File: src/rtl/i2c_bus_arbiter_if.sv
// Bundle of requester-side and controller-side signals around the I2C bus arbiter.
// Latency: none, wires only.
// Backpressure: carries the controller i_ready/o_ready handshakes to and from the owner.
interface i2c_bus_arbiter_if #(
  parameter int N_REQ  = 2,
  parameter int MODE_W = 2
);
  logic [N_REQ-1:0]        req;
  logic [N_REQ-1:0]        gnt;
  logic [N_REQ*MODE_W-1:0] r_mode;
  logic [N_REQ-1:0]        r_i_valid;
  logic [N_REQ*7-1:0]      r_i_addr;
  logic [N_REQ*8-1:0]      r_i_data;
  logic [N_REQ-1:0]        r_i_ready;
  logic [N_REQ-1:0]        r_o_ready;
  logic [N_REQ-1:0]        r_o_valid;
  logic [7:0]              r_o_data;
  logic [MODE_W-1:0]       c_mode;
  logic                    c_i_valid;
  logic [6:0]              c_i_addr;
  logic [7:0]              c_i_data;
  logic                    c_i_ready;
  logic                    c_o_ready;
  logic                    c_o_valid;
  logic [7:0]              c_o_data;
  logic                    timeout;
  logic                    busy;

  // Arbiter side
  modport slave (
    input  req, r_mode, r_i_valid, r_i_addr, r_i_data, r_o_ready,
           c_i_ready, c_o_valid, c_o_data,
    output gnt, r_i_ready, r_o_valid, r_o_data,
           c_mode, c_i_valid, c_i_addr, c_i_data, c_o_ready, timeout, busy
  );

  // Requesters plus controller side
  modport master (
    output req, r_mode, r_i_valid, r_i_addr, r_i_data, r_o_ready,
           c_i_ready, c_o_valid, c_o_data,
    input  gnt, r_i_ready, r_o_valid, r_o_data,
           c_mode, c_i_valid, c_i_addr, c_i_data, c_o_ready, timeout, busy
  );
endinterface

File: src/rtl/i2c_bus_arbiter.sv
// Round-robin arbiter with bus lock sharing one i2c_controller between N_REQ requesters.
// Latency: grant 1 cycle after req is sampled; owner<->controller path is combinational.
// Backpressure: controller i_ready gates grant/release; abandoned or reclaimed bus drains until i_ready.
module i2c_bus_arbiter #(
  parameter int N_REQ          = 2,
  parameter int MODE_W         = 2,
  parameter int TIMEOUT_CYCLES = 1_200_000
) (
  input logic              clk,
  input logic              rst,
  i2c_bus_arbiter_if.slave bus
);
  localparam int IDX_W = (N_REQ > 1) ? $clog2(N_REQ) : 1;
  localparam int WD_W  = (TIMEOUT_CYCLES > 0) ? $clog2(TIMEOUT_CYCLES + 1) : 1;
  localparam logic [WD_W-1:0] WD_LAST = WD_W'((TIMEOUT_CYCLES > 0) ? TIMEOUT_CYCLES - 1 : 0);

  typedef enum logic [1:0] {S_IDLE, S_OWN, S_DRAIN} state_t;

  state_t           state, state_nxt;
  logic [IDX_W-1:0] owner, owner_nxt;
  logic [IDX_W-1:0] last_owner, last_owner_nxt;
  logic [IDX_W-1:0] pick;
  logic             pick_vld;
  logic [WD_W-1:0]  wd_cnt;
  logic             wd_fire;
  logic [N_REQ-1:0] gnt_q;
  logic             timeout_q, timeout_nxt;

  assign wd_fire = (TIMEOUT_CYCLES != 0) && (wd_cnt == WD_LAST);

  // Round-robin pick: first requesting bit above last_owner, wrapping
  always_comb begin
    pick     = '0;
    pick_vld = 1'b0;
    for (int k = 1; k <= N_REQ; k++) begin
      if (!pick_vld && bus.req[(int'(last_owner) + k) % N_REQ]) begin
        pick     = IDX_W'((int'(last_owner) + k) % N_REQ);
        pick_vld = 1'b1;
      end
    end
  end

  // Next-state: grant when controller is idle, release/abandon/reclaim from ownership
  always_comb begin
    state_nxt      = state;
    owner_nxt      = owner;
    last_owner_nxt = last_owner;
    timeout_nxt    = 1'b0;
    unique case (state)
      S_IDLE: begin
        if (pick_vld && bus.c_i_ready) begin
          owner_nxt = pick;
          state_nxt = S_OWN;
        end
      end
      S_OWN: begin
        // Watchdog wins over a release in the same cycle
        if (wd_fire) begin
          timeout_nxt    = 1'b1;
          last_owner_nxt = owner;
          state_nxt      = S_DRAIN;
        end else if (!bus.req[owner]) begin
          // Abandon also rotates priority so other pending requesters go first
          last_owner_nxt = owner;
          state_nxt      = bus.c_i_ready ? S_IDLE : S_DRAIN;
        end
      end
      S_DRAIN: begin
        if (bus.c_i_ready) state_nxt = S_IDLE;
      end
      default: state_nxt = S_IDLE;
    endcase
  end

  // State, owner, registered grant/timeout and watchdog counter
  always_ff @(posedge clk) begin
    if (rst) begin
      state      <= S_IDLE;
      owner      <= '0;
      last_owner <= IDX_W'(N_REQ - 1);
      gnt_q      <= '0;
      timeout_q  <= 1'b0;
      wd_cnt     <= '0;
    end else begin
      state      <= state_nxt;
      owner      <= owner_nxt;
      last_owner <= last_owner_nxt;
      timeout_q  <= timeout_nxt;
      gnt_q      <= '0;
      if (state_nxt == S_OWN) gnt_q[owner_nxt] <= 1'b1;
      // Counter is zero in the first owned cycle
      wd_cnt     <= (state == S_OWN) ? wd_cnt + 1'b1 : '0;
    end
  end

  assign bus.gnt      = gnt_q;
  assign bus.timeout  = timeout_q;
  assign bus.busy     = (state != S_IDLE);
  assign bus.r_o_data = bus.c_o_data;

  // Owner mux; drain keeps o_ready high so stale read data is swallowed
  always_comb begin
    bus.c_mode    = '0;
    bus.c_i_valid = 1'b0;
    bus.c_i_addr  = '0;
    bus.c_i_data  = '0;
    bus.c_o_ready = 1'b0;
    bus.r_i_ready = '0;
    bus.r_o_valid = '0;
    case (state)
      S_OWN: begin
        bus.c_mode            = bus.r_mode[int'(owner)*MODE_W +: MODE_W];
        bus.c_i_valid         = bus.r_i_valid[owner];
        bus.c_i_addr          = bus.r_i_addr[int'(owner)*7 +: 7];
        bus.c_i_data          = bus.r_i_data[int'(owner)*8 +: 8];
        bus.c_o_ready         = bus.r_o_ready[owner];
        bus.r_i_ready[owner]  = bus.c_i_ready;
        bus.r_o_valid[owner]  = bus.c_o_valid;
      end
      S_DRAIN: bus.c_o_ready = 1'b1;
      default: ;
    endcase
  end
endmodule

File: src/flat_wrapper.sv
// flat-port wrapper written by rule: the top's interface ports become plain ports
module i2c_bus_arbiter_flat 
#(
  parameter int N_REQ          = 2,
  parameter int MODE_W         = 2,
  parameter int TIMEOUT_CYCLES = 1_200_000
)
  (clk, rst, bus_req, bus_r_mode, bus_r_i_valid, bus_r_i_addr, bus_r_i_data, bus_r_o_ready, bus_c_i_ready, bus_c_o_valid, bus_c_o_data, bus_gnt, bus_r_i_ready, bus_r_o_valid, bus_r_o_data, bus_c_mode, bus_c_i_valid, bus_c_i_addr, bus_c_i_data, bus_c_o_ready, bus_timeout, bus_busy);
  i2c_bus_arbiter_if #(.N_REQ(N_REQ), .MODE_W(MODE_W)) bus_i ();
  input logic clk;
  input logic rst;
  input wire logic [$bits(bus_i.req)-1:0] bus_req;
  input wire logic [$bits(bus_i.r_mode)-1:0] bus_r_mode;
  input wire logic [$bits(bus_i.r_i_valid)-1:0] bus_r_i_valid;
  input wire logic [$bits(bus_i.r_i_addr)-1:0] bus_r_i_addr;
  input wire logic [$bits(bus_i.r_i_data)-1:0] bus_r_i_data;
  input wire logic [$bits(bus_i.r_o_ready)-1:0] bus_r_o_ready;
  input wire logic [$bits(bus_i.c_i_ready)-1:0] bus_c_i_ready;
  input wire logic [$bits(bus_i.c_o_valid)-1:0] bus_c_o_valid;
  input wire logic [$bits(bus_i.c_o_data)-1:0] bus_c_o_data;
  output wire logic [$bits(bus_i.gnt)-1:0] bus_gnt;
  output wire logic [$bits(bus_i.r_i_ready)-1:0] bus_r_i_ready;
  output wire logic [$bits(bus_i.r_o_valid)-1:0] bus_r_o_valid;
  output wire logic [$bits(bus_i.r_o_data)-1:0] bus_r_o_data;
  output wire logic [$bits(bus_i.c_mode)-1:0] bus_c_mode;
  output wire logic [$bits(bus_i.c_i_valid)-1:0] bus_c_i_valid;
  output wire logic [$bits(bus_i.c_i_addr)-1:0] bus_c_i_addr;
  output wire logic [$bits(bus_i.c_i_data)-1:0] bus_c_i_data;
  output wire logic [$bits(bus_i.c_o_ready)-1:0] bus_c_o_ready;
  output wire logic [$bits(bus_i.timeout)-1:0] bus_timeout;
  output wire logic [$bits(bus_i.busy)-1:0] bus_busy;
  assign bus_i.req = bus_req;
  assign bus_i.r_mode = bus_r_mode;
  assign bus_i.r_i_valid = bus_r_i_valid;
  assign bus_i.r_i_addr = bus_r_i_addr;
  assign bus_i.r_i_data = bus_r_i_data;
  assign bus_i.r_o_ready = bus_r_o_ready;
  assign bus_i.c_i_ready = bus_c_i_ready;
  assign bus_i.c_o_valid = bus_c_o_valid;
  assign bus_i.c_o_data = bus_c_o_data;
  assign bus_gnt = bus_i.gnt;
  assign bus_r_i_ready = bus_i.r_i_ready;
  assign bus_r_o_valid = bus_i.r_o_valid;
  assign bus_r_o_data = bus_i.r_o_data;
  assign bus_c_mode = bus_i.c_mode;
  assign bus_c_i_valid = bus_i.c_i_valid;
  assign bus_c_i_addr = bus_i.c_i_addr;
  assign bus_c_i_data = bus_i.c_i_data;
  assign bus_c_o_ready = bus_i.c_o_ready;
  assign bus_timeout = bus_i.timeout;
  assign bus_busy = bus_i.busy;
  i2c_bus_arbiter #(.N_REQ(N_REQ), .MODE_W(MODE_W), .TIMEOUT_CYCLES(TIMEOUT_CYCLES)) u_core (.clk(clk), .rst(rst), .bus(bus_i));
endmodule
File: config.mk
export PLATFORM = sky130hd
export DESIGN_NAME = i2c_bus_arbiter_flat
export DESIGN_NICKNAME = d
export VERILOG_FILES = /design/src/rtl/i2c_bus_arbiter_if.sv /design/src/rtl/i2c_bus_arbiter.sv /design/src/flat_wrapper.sv
export SDC_FILE = /design/constraint.sdc
export NUM_CORES = 1
export LEC_CHECK = 0
export CAP_MARGIN = 10
export CORE_AREA = 2 2 73 75
export DETAILED_ROUTE_END_ITERATION = 7
export DIE_AREA = 0 0 75 77
export PLACE_DENSITY = 0.74
export SETUP_SLACK_MARGIN = 0.1
export SLEW_MARGIN = 5
export SYNTH_ARGS = -nofsm -noshare
export SYNTH_HDL_FRONTEND = slang
export SYNTH_SLANG_ARGS = --single-unit
export TNS_END_PERCENT = 5
File: constraint.sdc
create_clock -name clk -period 1.8 [get_ports clk]
set_input_delay 0.27 -clock clk [delete_from_list [all_inputs] [get_ports clk]]
set_output_delay 0.27 -clock clk [all_outputs]
set_load 0.02 [all_outputs]
==> out/qor.txt, run 1 <==
Cell variety after synth -> 44
PD cells -> 520 nW/um^2
Leakage -> 0.972 nW
Nets -> 343
Antenna Cells -> 0
Number of global-route vias before repair -> 1565
TritonRoute pass-1 iters -> 4
Skew final -> 0.00211 ns
Number of synthesized flops with an enable pin -> 0
Status -> complete, no violations
Period utilization -> 92.4%
Simple logic cell fraction of the synthesized area -> 30.2%
Routed WL -> 4210 um
Synth area leaders -> dfxtp_1, mux2i_1, nor2b_1, nor2_1, xor2_1
Total Neg Setup Slack -> 0 ns
Largest net degree at the start of global routing -> 24
# rows -> 26
Layout cells sized above 1 -> 21.5%
GRT Total Usage -> 14.2%
Routed Antenna Nets -> 0
Syn Std Cell Area -> 1750 sq um
Max-slew violations -> 0
Starting Density -> 35.1%
Syn-to-layout area delta -> 53.3%
Global-route wire length before repair -> 6730 um
Crit path arrival time -> 1.39 ns
Synth Area in Compound Gates -> 6.51%
CTS tree -> yes
Tmin final -> 1.66 ns
Final Wtd Congestion -> 0.825
Die Height -> 77 um
Critical Path Source Type -> flop
Worst skew pair latency -> 0.27 ns
Synth Register Bits -> 28
Pwr Total -> 1.39 mW
Fmax -> 0.601 GHz
Slew headroom -> 75.6%
Sequential area share after synthesis -> 32.0%
Crit path required time -> 1.53 ns
Main synth FF type -> dfxtp_1
Crit path kind -> reg -> out
Synth Area in XOR/XNOR -> 8.51%
Synth top area share -> 32.0%
Adder-Cell Fraction of Synth Area -> 3.58%
# hold bufs at CTS -> 0
Slew at the pin closest to its max-slew limit -> 0.363 ns
CTS buffer count -> 3
Core Area -> 4980 sq um
Grt ovf -> 0
Synth Net Count -> 265
Port bufs -> 70
Placed Area -> 2590 sq um
Largest family of logic cells by synthesized area -> simple AND/OR/NAND/NOR gates
# setup viols final -> 0
Maximum capacitance violations -> 0
Vias per inst -> 4.71
CTS Root Cell -> clkbuf_8
WL per Instance -> 11.9 um
Most numerous cell in the Yosys netlist -> dfxtp_1
H-tree depth -> 1
Hold Violations, Final -> 0
Cell area after layout -> 2680 sq um
Post-detail-place hpwl -> 3270 um
Cells after synthesis -> 208
Syn Area/Cell -> 8.41 sq um
Initial antenna violation count -> 0
DR vias -> 1666
Worst setup EP type -> output pin
Worst Hold Class -> reg -> reg
Residual DRC -> 0
Unrepaired setup endpoints after global routing -> true
Mux cell area share after synthesis -> 12.2%
Ports -> 87
Initial DRC count -> 47
Die area -> 5780 sq um
CP Max Fanout -> 19
Chip Width -> 75 um
Synth Warn # -> 0
Yosys top cell by area -> dfxtp_1
TritonCTS Sinks -> 28
Post-synth ARST share -> 0%
Clock Path Buffers -> 2
Clock slew at reported path FFs -> 0.08 ns
Peak VDD IR -> 265 uV
Synth top cells by count -> dfxtp_1, nor2_1, nor2b_1
## cell usage in the layout, fill, tap and decap left out, types with 3 or more instances in the layout
cell type and n:
and3_1 6, dfxtp_1 25, nand2_1 8, nor2_1 26, inv_1 5, nand3_1 10, buf_2 5, buf_4 17
clkdlybuf4s50_1 46, xor2_1 11, a21oi_1 5, mux2i_1 19, nand4_1 7, o21ai_0 4, xnor2_1 6, nor3_1 3
ha_1 4, nor2b_1 20, clkdlybuf4s15_2 18, clkbuf_8 3
## kinds of logic (layout without fill, tap and decap cells)
kind of cell / Yosys count / after routing
fa+ha+maj: 5 / 5
flops: 28 / 28
buf+inv: 24 / 100
compound gates: 18 / 18
mux: 21 / 21
xor+xnor: 17 / 17
simple gates: 95 / 95
## path summary, 6_finish.rpt
| kind | startpoint | endpoint | slack (ns) | cells past startpoint |
|---|---|---|---|---|
| worst max register to register | u_core.wd_cnt[7]$_SDFF_PP0_ | u_core.bus.gnt[1]$_SDFF_PP0_ | 0.18 | 5 |
| worst max-delay path | u_core.state[1]$_SDFF_PP0_ | bus_r_o_valid[1] | 0.14 | 5 |
| worst min-delay path | u_core.wd_cnt[0]$_SDFF_PP0_ | u_core.wd_cnt[0]$_SDFF_PP0_ | 0.48 | 1 |
| worst min register to register | u_core.wd_cnt[0]$_SDFF_PP0_ | u_core.wd_cnt[0]$_SDFF_PP0_ | 0.48 | 1 |
## timing repair
item	in CTS	in global routing
buffers inserted	0	3
pin swaps	0	3
endpoints found under the setup margin	26	28
gates resized for setup	78	7
## state kept, by name, summed over array words and instances (netlist names)
register / count
u_core.wd_cnt: 21
u_core.state: 2
u_core.bus.gnt: 2
u_core.last_owner: 1
u_core.owner: 1
u_core.bus.timeout: 1
## routing by layer
metal | up-vias | share of wire [%] | global-route usage (%)
met4 | 0 | 2.6 | 5.54
met2 | 55 | 46 | 25.7
met3 | 15 | 9.4 | 2.50
met5 | - | 0 | 0
li1 | 853 | - | -
met1 | 743 | 42 | 16.0
## cell type report
| class | instances | area [sq um] |
|---|---|---|
| clock buffer | 3 | 41.3 |
| multi-input combinational | 156 | 1090 |
| tap | 70 | 87.6 |
| sequential | 28 | 567 |
| inverter | 8 | 30.0 |
| fill | 469 | 2300 |
| timing repair buffer | 89 | 865 |
## power by group
group / switching, mW / internal (mW) / leakage (nW)
Combinational: 0.188 / 0.243 / 0.723
Sequential: 0.0101 / 0.630 / 0.228
Clock: 0.173 / 0.150 / 0.0216
Total: 0.371 / 1.02 / 0.972
## worst max-delay path, cell delays in order (launching register included)
cell and delay, ns:
dfxtp_1 0.35, inv_2 0.06, ha_4 0.17, buf_12 0.14, and3_1 0.15, clkdlybuf4s15_2 0.25
## metrics by stage
stage	hold WS, ns	cells	util (%)	setup WS, ns
after floorplan	0.342	208	-	0.125
after global placement	0.442	348	52.0	-0.139
after detailed placement	0.473	348	52.0	-0.143
after CTS	0.495	351	53.2	0.0615
after global routing	0.539	354	53.9	0.0553
final	0.479	354	53.9	0.137
Power figures use the tool's default switching activity.
==> run 2, diff against run 1 <==
--- a/config.mk
+++ b/config.mk
@@ -5,11 +5,12 @@
 export SDC_FILE = /design/constraint.sdc
 export NUM_CORES = 1
 export LEC_CHECK = 0
-export CAP_MARGIN = 10
+export CAP_MARGIN = 30
 export CORE_AREA = 2 2 73 75
 export DETAILED_ROUTE_END_ITERATION = 7
 export DIE_AREA = 0 0 75 77
 export PLACE_DENSITY = 0.74
+export RECOVER_POWER = 50
 export SETUP_SLACK_MARGIN = 0.1
 export SLEW_MARGIN = 5
 export SYNTH_ARGS = -nofsm -noshare
==> constraint.sdc (replaced) <==
create_clock -name clk -period 1.45 [get_ports clk]
set_input_delay 0.2175 -clock clk [delete_from_list [all_inputs] [get_ports clk]]
set_output_delay 0.2175 -clock clk [all_outputs]
set_load 0.02 [all_outputs]
==> run 2 against run 1 <==
- the flow now finishes with violations (negative setup slack)
- non-clock buffer count grew 31
- largest cell class unchanged
- largest power group unchanged
- sequential share of layout area shrank 2.7 points
- count of clock-buffer cells in the layout is the same
- final area grew 15%
- die area is the same
- clock power grew 92%
- worst hold slack lost 0.044 ns
- critical path depth is the same
- register-to-register slack lost 0.36 ns
- sequential power grew 24%
==> out/qor.txt, run 2 (synthesis results as in run 1) <==
Clock Path Buffers -> 2
# hold bufs at CTS -> 0
Worst skew pair latency -> 0.28 ns
TritonRoute pass-1 iters -> 4
Hold Violations, Final -> 0
Post-route setup slack -> -0.181 ns
Core Area -> 4980 sq um
Largest net degree at the start of global routing -> 23
Max reg flops -> 21
Peak VDD IR -> 382 uV
Worst setup EP type -> flop
Syn-to-layout area delta -> 77.0%
Hold Path Origin -> bus_c_o_data[2]
Die Height -> 77 um
Max-slew violations -> 0
Maximum capacitance violations -> 0
# rows -> 26
Crit Reg-Reg Startpoint -> u_core.wd_cnt[12]$_SDFF_PP0_
Crit path kind -> reg -> reg
PD cells -> 672 nW/um^2
Most frequent cells in the layout -> buf_4, clkdlybuf4s50_1, nor2_1, dfxtp_1, nor2b_2
Pwr Total -> 2.08 mW
Worst Hold Class -> in -> out
# setup viols final -> 31
Nets -> 374
Tmin final -> 1.63 ns
Layout cells sized above 1 -> 41.5%
Period utilization -> 112%
Clock slew at reported path FFs -> 0.10 ns
Placed cells -> 380
Flop2flop setup slack -> -0.18 ns
Routed WL -> 4720 um
Slew at the pin closest to its max-slew limit -> 0.274 ns
GRT Total Usage -> 17.4%
DR vias -> 1784
Skew final -> 0.00934 ns
CP Max Fanout -> 4
Unrepaired setup endpoints after global routing -> true
CTS tree -> yes
CTS Root Cell -> clkbuf_8
Chip Width -> 75 um
CTS buffer count -> 3
Port bufs -> 70
Global-route wire length before repair -> 7940 um
Routed Antenna Nets -> 0
Slew headroom -> 81.6%
Initial antenna violation count -> 0
Vias per inst -> 4.62
Critical Path Source Type -> flop
Biggest register -> u_core.wd_cnt
CP max-delay cell -> or4_4
Largest stage delay, worst path -> 0.55 ns
Failing checks -> negative setup slack
Post-detail-place hpwl -> 3800 um
Leakage -> 1.24 nW
WL per Instance -> 12.2 um
Commonest non-fill, non-tap cell in the layout -> buf_4
Critical path cell sequence -> or4_4, nor4_4, nand2_2, a22oi_2, nor3b_1
Cells on worst reg2reg path -> 5
Number of global-route vias before repair -> 1832
Starting Density -> 35.1%
Final Wtd Congestion -> 0.795
Ports -> 87
Cell Count, Final, Fillers Out -> 386
R2R Path End -> u_core.bus.gnt[1]$_SDFF_PP0_
Residual DRC -> 0
Endpoint, Worst Hold -> bus_r_o_data[2]
Crit path required time -> 1.63 ns
H-tree depth -> 1
Initial DRC count -> 73
Fmax -> 0.613 GHz
Status -> finished with violations
TritonCTS Sinks -> 28
Worst hold stages -> 0
Antenna Cells -> 0
Grt ovf -> 0
Die area -> 5780 sq um
Crit path arrival time -> 1.81 ns
[run 2: cell count changes in the layout (fill, tap and decap cells not counted), moves of 3 or more]
cell,change
buf_4,+32
nor2b_1,-18
clkdlybuf4s15_2,-17
nor2b_2,+17
buf_6,+16
dfxtp_1,-4
dfxtp_2,+4
mux2i_1,-4
buf_8,+3
clkdlybuf4s50_1,-3
mux2i_2,+3
[run 2: how the worst max path moves through the flow]
stage	slack, ns	from	to
2_1_floorplan	-0.07	u_core.wd_cnt[12]$_SDFF_PP0_	u_core.bus.gnt[1]$_SDFF_PP0_
3_3_place_gp	-0.43	bus_r_o_ready[1]	bus_c_o_ready
3_5_place_dp	-0.42	bus_r_o_ready[1]	bus_c_o_ready
4_1_cts	-0.17	u_core.wd_cnt[12]$_SDFF_PP0_	u_core.bus.gnt[1]$_SDFF_PP0_
5_1_grt	-0.28	u_core.state[0]$_SDFF_PP0_	u_core.bus.gnt[1]$_SDFF_PP0_
6_report	-0.18	u_core.wd_cnt[12]$_SDFF_PP0_	u_core.bus.gnt[1]$_SDFF_PP0_
[run 2: stage by stage]
| step | area (sq um) | utilization (%) | worst slack (ns) | setup TNS, ns | hold WS, ns |
|---|---|---|---|---|---|
| global placement | 2870 | 57.7 | -0.432 | -8.04 | 0.435 |
| detailed placement | 2870 | 57.7 | -0.423 | -8.68 | 0.435 |
| floorplan | 1810 | - | -0.0696 | -0.130 | 0.290 |
| global route | 3100 | 62.2 | -0.282 | -4.97 | 0.435 |
| CTS | 3030 | 60.8 | -0.172 | -2.11 | 0.435 |
| finish | 3100 | 62.2 | -0.181 | -1.73 | 0.435 |
[run 2: routing by layer]
metal | GRT usage (%) | wire, um | vias up
met5 | 0 | 0 | -
met4 | 5.36 | 96 | 0
met3 | 4.86 | 259 | 10
met2 | 30.1 | 2380 | 52
met1 | 20.1 | 1980 | 801
li1 | - | - | 921
[run 2: layout make-up]
class / count / area (sq um)
fillers: 428 / 1880
multi-input cells: 156 / 1230
repair buffers: 120 / 1100
flip-flops and latches: 28 / 572
well taps: 70 / 87.6
clock buffers: 3 / 41.3
clock inverters: 1 / 30.0
inverters: 8 / 30.0
[run 2: power breakdown]
part	leakage [nW]	internal [mW]	switching (mW)
sequential	0.230	0.784	0.0126
combinational	0.974	0.382	0.281
clock	0.0357	0.370	0.250
total	1.24	1.54	0.544
[run 2: worst max-delay path, delay by kind of cell, from the launching register on]
family           cells  cell delay, ns
flip-flops           1            0.33
AO/OA/AOI/OAI        1            0.23
AND/OR/NAND/NOR      4            0.97
[run 2: what timing repair did]
item | CTS | global route
setup endpoints to repair | 55 | 52
gates cloned | 1 | 0
setup buffers | 1 | 0
resized for setup | 151 | 19
pin swaps | 6 | 5
==> run 3, diff against run 2 <==
--- a/config.mk
+++ b/config.mk
@@ -9,6 +9,7 @@
 export CORE_AREA = 2 2 73 75
 export DETAILED_ROUTE_END_ITERATION = 7
 export DIE_AREA = 0 0 75 77
+export MAX_ROUTING_LAYER = met4
 export PLACE_DENSITY = 0.74
 export RECOVER_POWER = 50
 export SETUP_SLACK_MARGIN = 0.1
==> run 3 against run 2 <==
- the run still ends with negative setup slack left
- wire length decreased by 0.15%
- maximum frequency decreased by 0.35%
- non-clock buffer count unchanged
- worst setup slack got worse by 0.0057 ns
- sequential share of layout area unchanged
- utilization unchanged
- sequential power about the same
- via count increased by 0.22%
- combinational power about the same
- sequential cell count unchanged
- die area unchanged
- count of clock-buffer cells in the layout unchanged
- critical path type unchanged
==> out/qor.txt, run 3 (synthesis results as in run 1) <==
Largest stage delay, worst path -> 0.55 ns
Flop2flop setup slack -> -0.19 ns
Crit path required time -> 1.63 ns
# rows -> 26
Max reg flops -> 21
P_int -> 1.54 mW
WL per Instance -> 12.2 um
Biggest register -> u_core.wd_cnt
Unrepaired setup endpoints after global routing -> true
Switching power -> 545 uW
Slew headroom -> 81.6%
Critical Path Source Type -> flop
GRT Total Usage -> 17.8%
Placed Area -> 2870 sq um
Critical path cell sequence -> or4_4, nor4_4, nand2_2, a22oi_2, nor3b_1
Maximum capacitance violations -> 0
Worst Hold Class -> in -> out
Clock slew at reported path FFs -> 0.10 ns
Status -> finished with violations
Sw frac -> 26.2%
Hold Violations, Final -> 0
Fmax -> 0.611 GHz
Crit Reg-Reg Startpoint -> u_core.wd_cnt[12]$_SDFF_PP0_
TritonCTS Sinks -> 28
Residual DRC -> 0
Logic pwr share -> 31.9%
Die area -> 5780 sq um
Syn-to-layout area delta -> 77.0%
Worst hold stages -> 0
Most frequent cells in the layout -> buf_4, clkdlybuf4s50_1, nor2_1, dfxtp_1, nor2b_2
# setup viols final -> 31
Worst setup EP type -> flop
Cells on worst reg2reg path -> 5
Die Height -> 77 um
Vias per inst -> 4.63
Core Area -> 4980 sq um
Leakage -> 1.24 nW
Routed WL -> 4710 um
Post-route setup slack -> -0.187 ns
CTS tree -> yes
CP Max Fanout -> 4
Ports -> 87
H-tree depth -> 1
Skew final -> 0.00880 ns
Worst skew pair latency -> 0.28 ns
Max-slew violations -> 0
Final Wtd Congestion -> 0.806
Port bufs -> 70
Nets -> 374
Starting Density -> 35.1%
CTS Root Cell -> clkbuf_8
Routed Antenna Nets -> 0
Slew at the pin closest to its max-slew limit -> 0.274 ns
Clock Path Buffers -> 2
CTS buffer count -> 3
Global-route wire length before repair -> 7910 um
Tmin final -> 1.64 ns
Clock power frac -> 29.8%
PD cells -> 672 nW/um^2
Crit path arrival time -> 1.82 ns
Post-detail-place hpwl -> 3800 um
Reg power frac -> 38.3%
Endpoint, Worst Hold -> bus_r_o_data[2]
Buffers & Inverters on Critical Path -> 0
Cell area after layout -> 3100 sq um
Layout cells sized above 1 -> 41.5%
Fin util -> 62.2%
Initial antenna violation count -> 0
Largest net degree at the start of global routing -> 23
Period utilization -> 113%
Delay-heaviest family, CP -> simple AND/OR/NAND/NOR gates
Total Neg Setup Slack -> -1.67 ns
DR vias -> 1788
Antenna Cells -> 0
# hold bufs at CTS -> 0
Chip Width -> 75 um
R2R Path End -> u_core.bus.gnt[1]$_SDFF_PP0_
Placed cells -> 380
Commonest non-fill, non-tap cell in the layout -> buf_4
TritonRoute pass-1 iters -> 4
Grt ovf -> 0
Hold Path Origin -> bus_c_o_data[2]
Crit path kind -> reg -> reg
Number of global-route vias before repair -> 1834
CP max-delay cell -> or4_4
Peak VDD IR -> 383 uV
Initial DRC count -> 71
Failing checks -> negative setup slack
Cell Count, Final, Fillers Out -> 386
-- run 3: how the worst max path moves through the flow --
stage	startpoint	endpoint	slack [ns]	cells after the start
after floorplan	u_core.wd_cnt[12]$_SDFF_PP0_	u_core.bus.gnt[1]$_SDFF_PP0_	-0.07	5
after global placement	bus_r_o_ready[1]	bus_c_o_ready	-0.43	5
after detailed placement	bus_r_o_ready[1]	bus_c_o_ready	-0.42	5
after CTS	u_core.wd_cnt[12]$_SDFF_PP0_	u_core.bus.gnt[1]$_SDFF_PP0_	-0.17	5
after global routing	u_core.state[0]$_SDFF_PP0_	u_core.bus.gnt[1]$_SDFF_PP0_	-0.28	9
final	u_core.wd_cnt[12]$_SDFF_PP0_	u_core.bus.gnt[1]$_SDFF_PP0_	-0.19	5
-- run 3: what timing repair did --
| item | in CTS | in global routing |
|---|---|---|
| endpoints found under the setup margin | 55 | 52 |
| buffers inserted | 1 | 0 |
| gates resized for setup | 151 | 19 |
| pin swaps | 6 | 5 |
| gates cloned | 1 | 0 |
-- run 3: power groups by stage --
stage,registers [mW],clock network (mW),logic [mW]
2_1_floorplan,0.816,0,0.298
3_3_place_gp,0.809,0,0.602
3_5_place_dp,0.810,0,0.606
4_1_cts,0.797,0.625,0.638
5_1_grt,0.799,0.654,0.711
6_report,0.797,0.621,0.664
-- run 3: area by class of cell --
| type | instances | area [sq um] |
|---|---|---|
| sequential | 28 | 572 |
| tap | 70 | 87.6 |
| fill | 428 | 1880 |
| multi-input combinational | 156 | 1230 |
| timing repair buffer | 120 | 1100 |
| clock inverter | 1 | 30.0 |
| inverter | 8 | 30.0 |
| clock buffer | 3 | 41.3 |
-- run 3: layer usage --
layer  wire [um]  global-route usage (%)
met4          96                    5.36
met5           0                       -
met2        2390                    30.2
met1        1960                    19.9
met3         266                    4.99
-- run 3: through the flow --
stage / setup slack [ns] / total power [mW] / hold slack [ns]
2_1_floorplan: -0.0696 / 1.11 / 0.290
3_3_place_gp: -0.432 / 1.41 / 0.435
3_5_place_dp: -0.423 / 1.42 / 0.435
4_1_cts: -0.172 / 2.06 / 0.435
5_1_grt: -0.282 / 2.16 / 0.435
6_report: -0.187 / 2.08 / 0.435
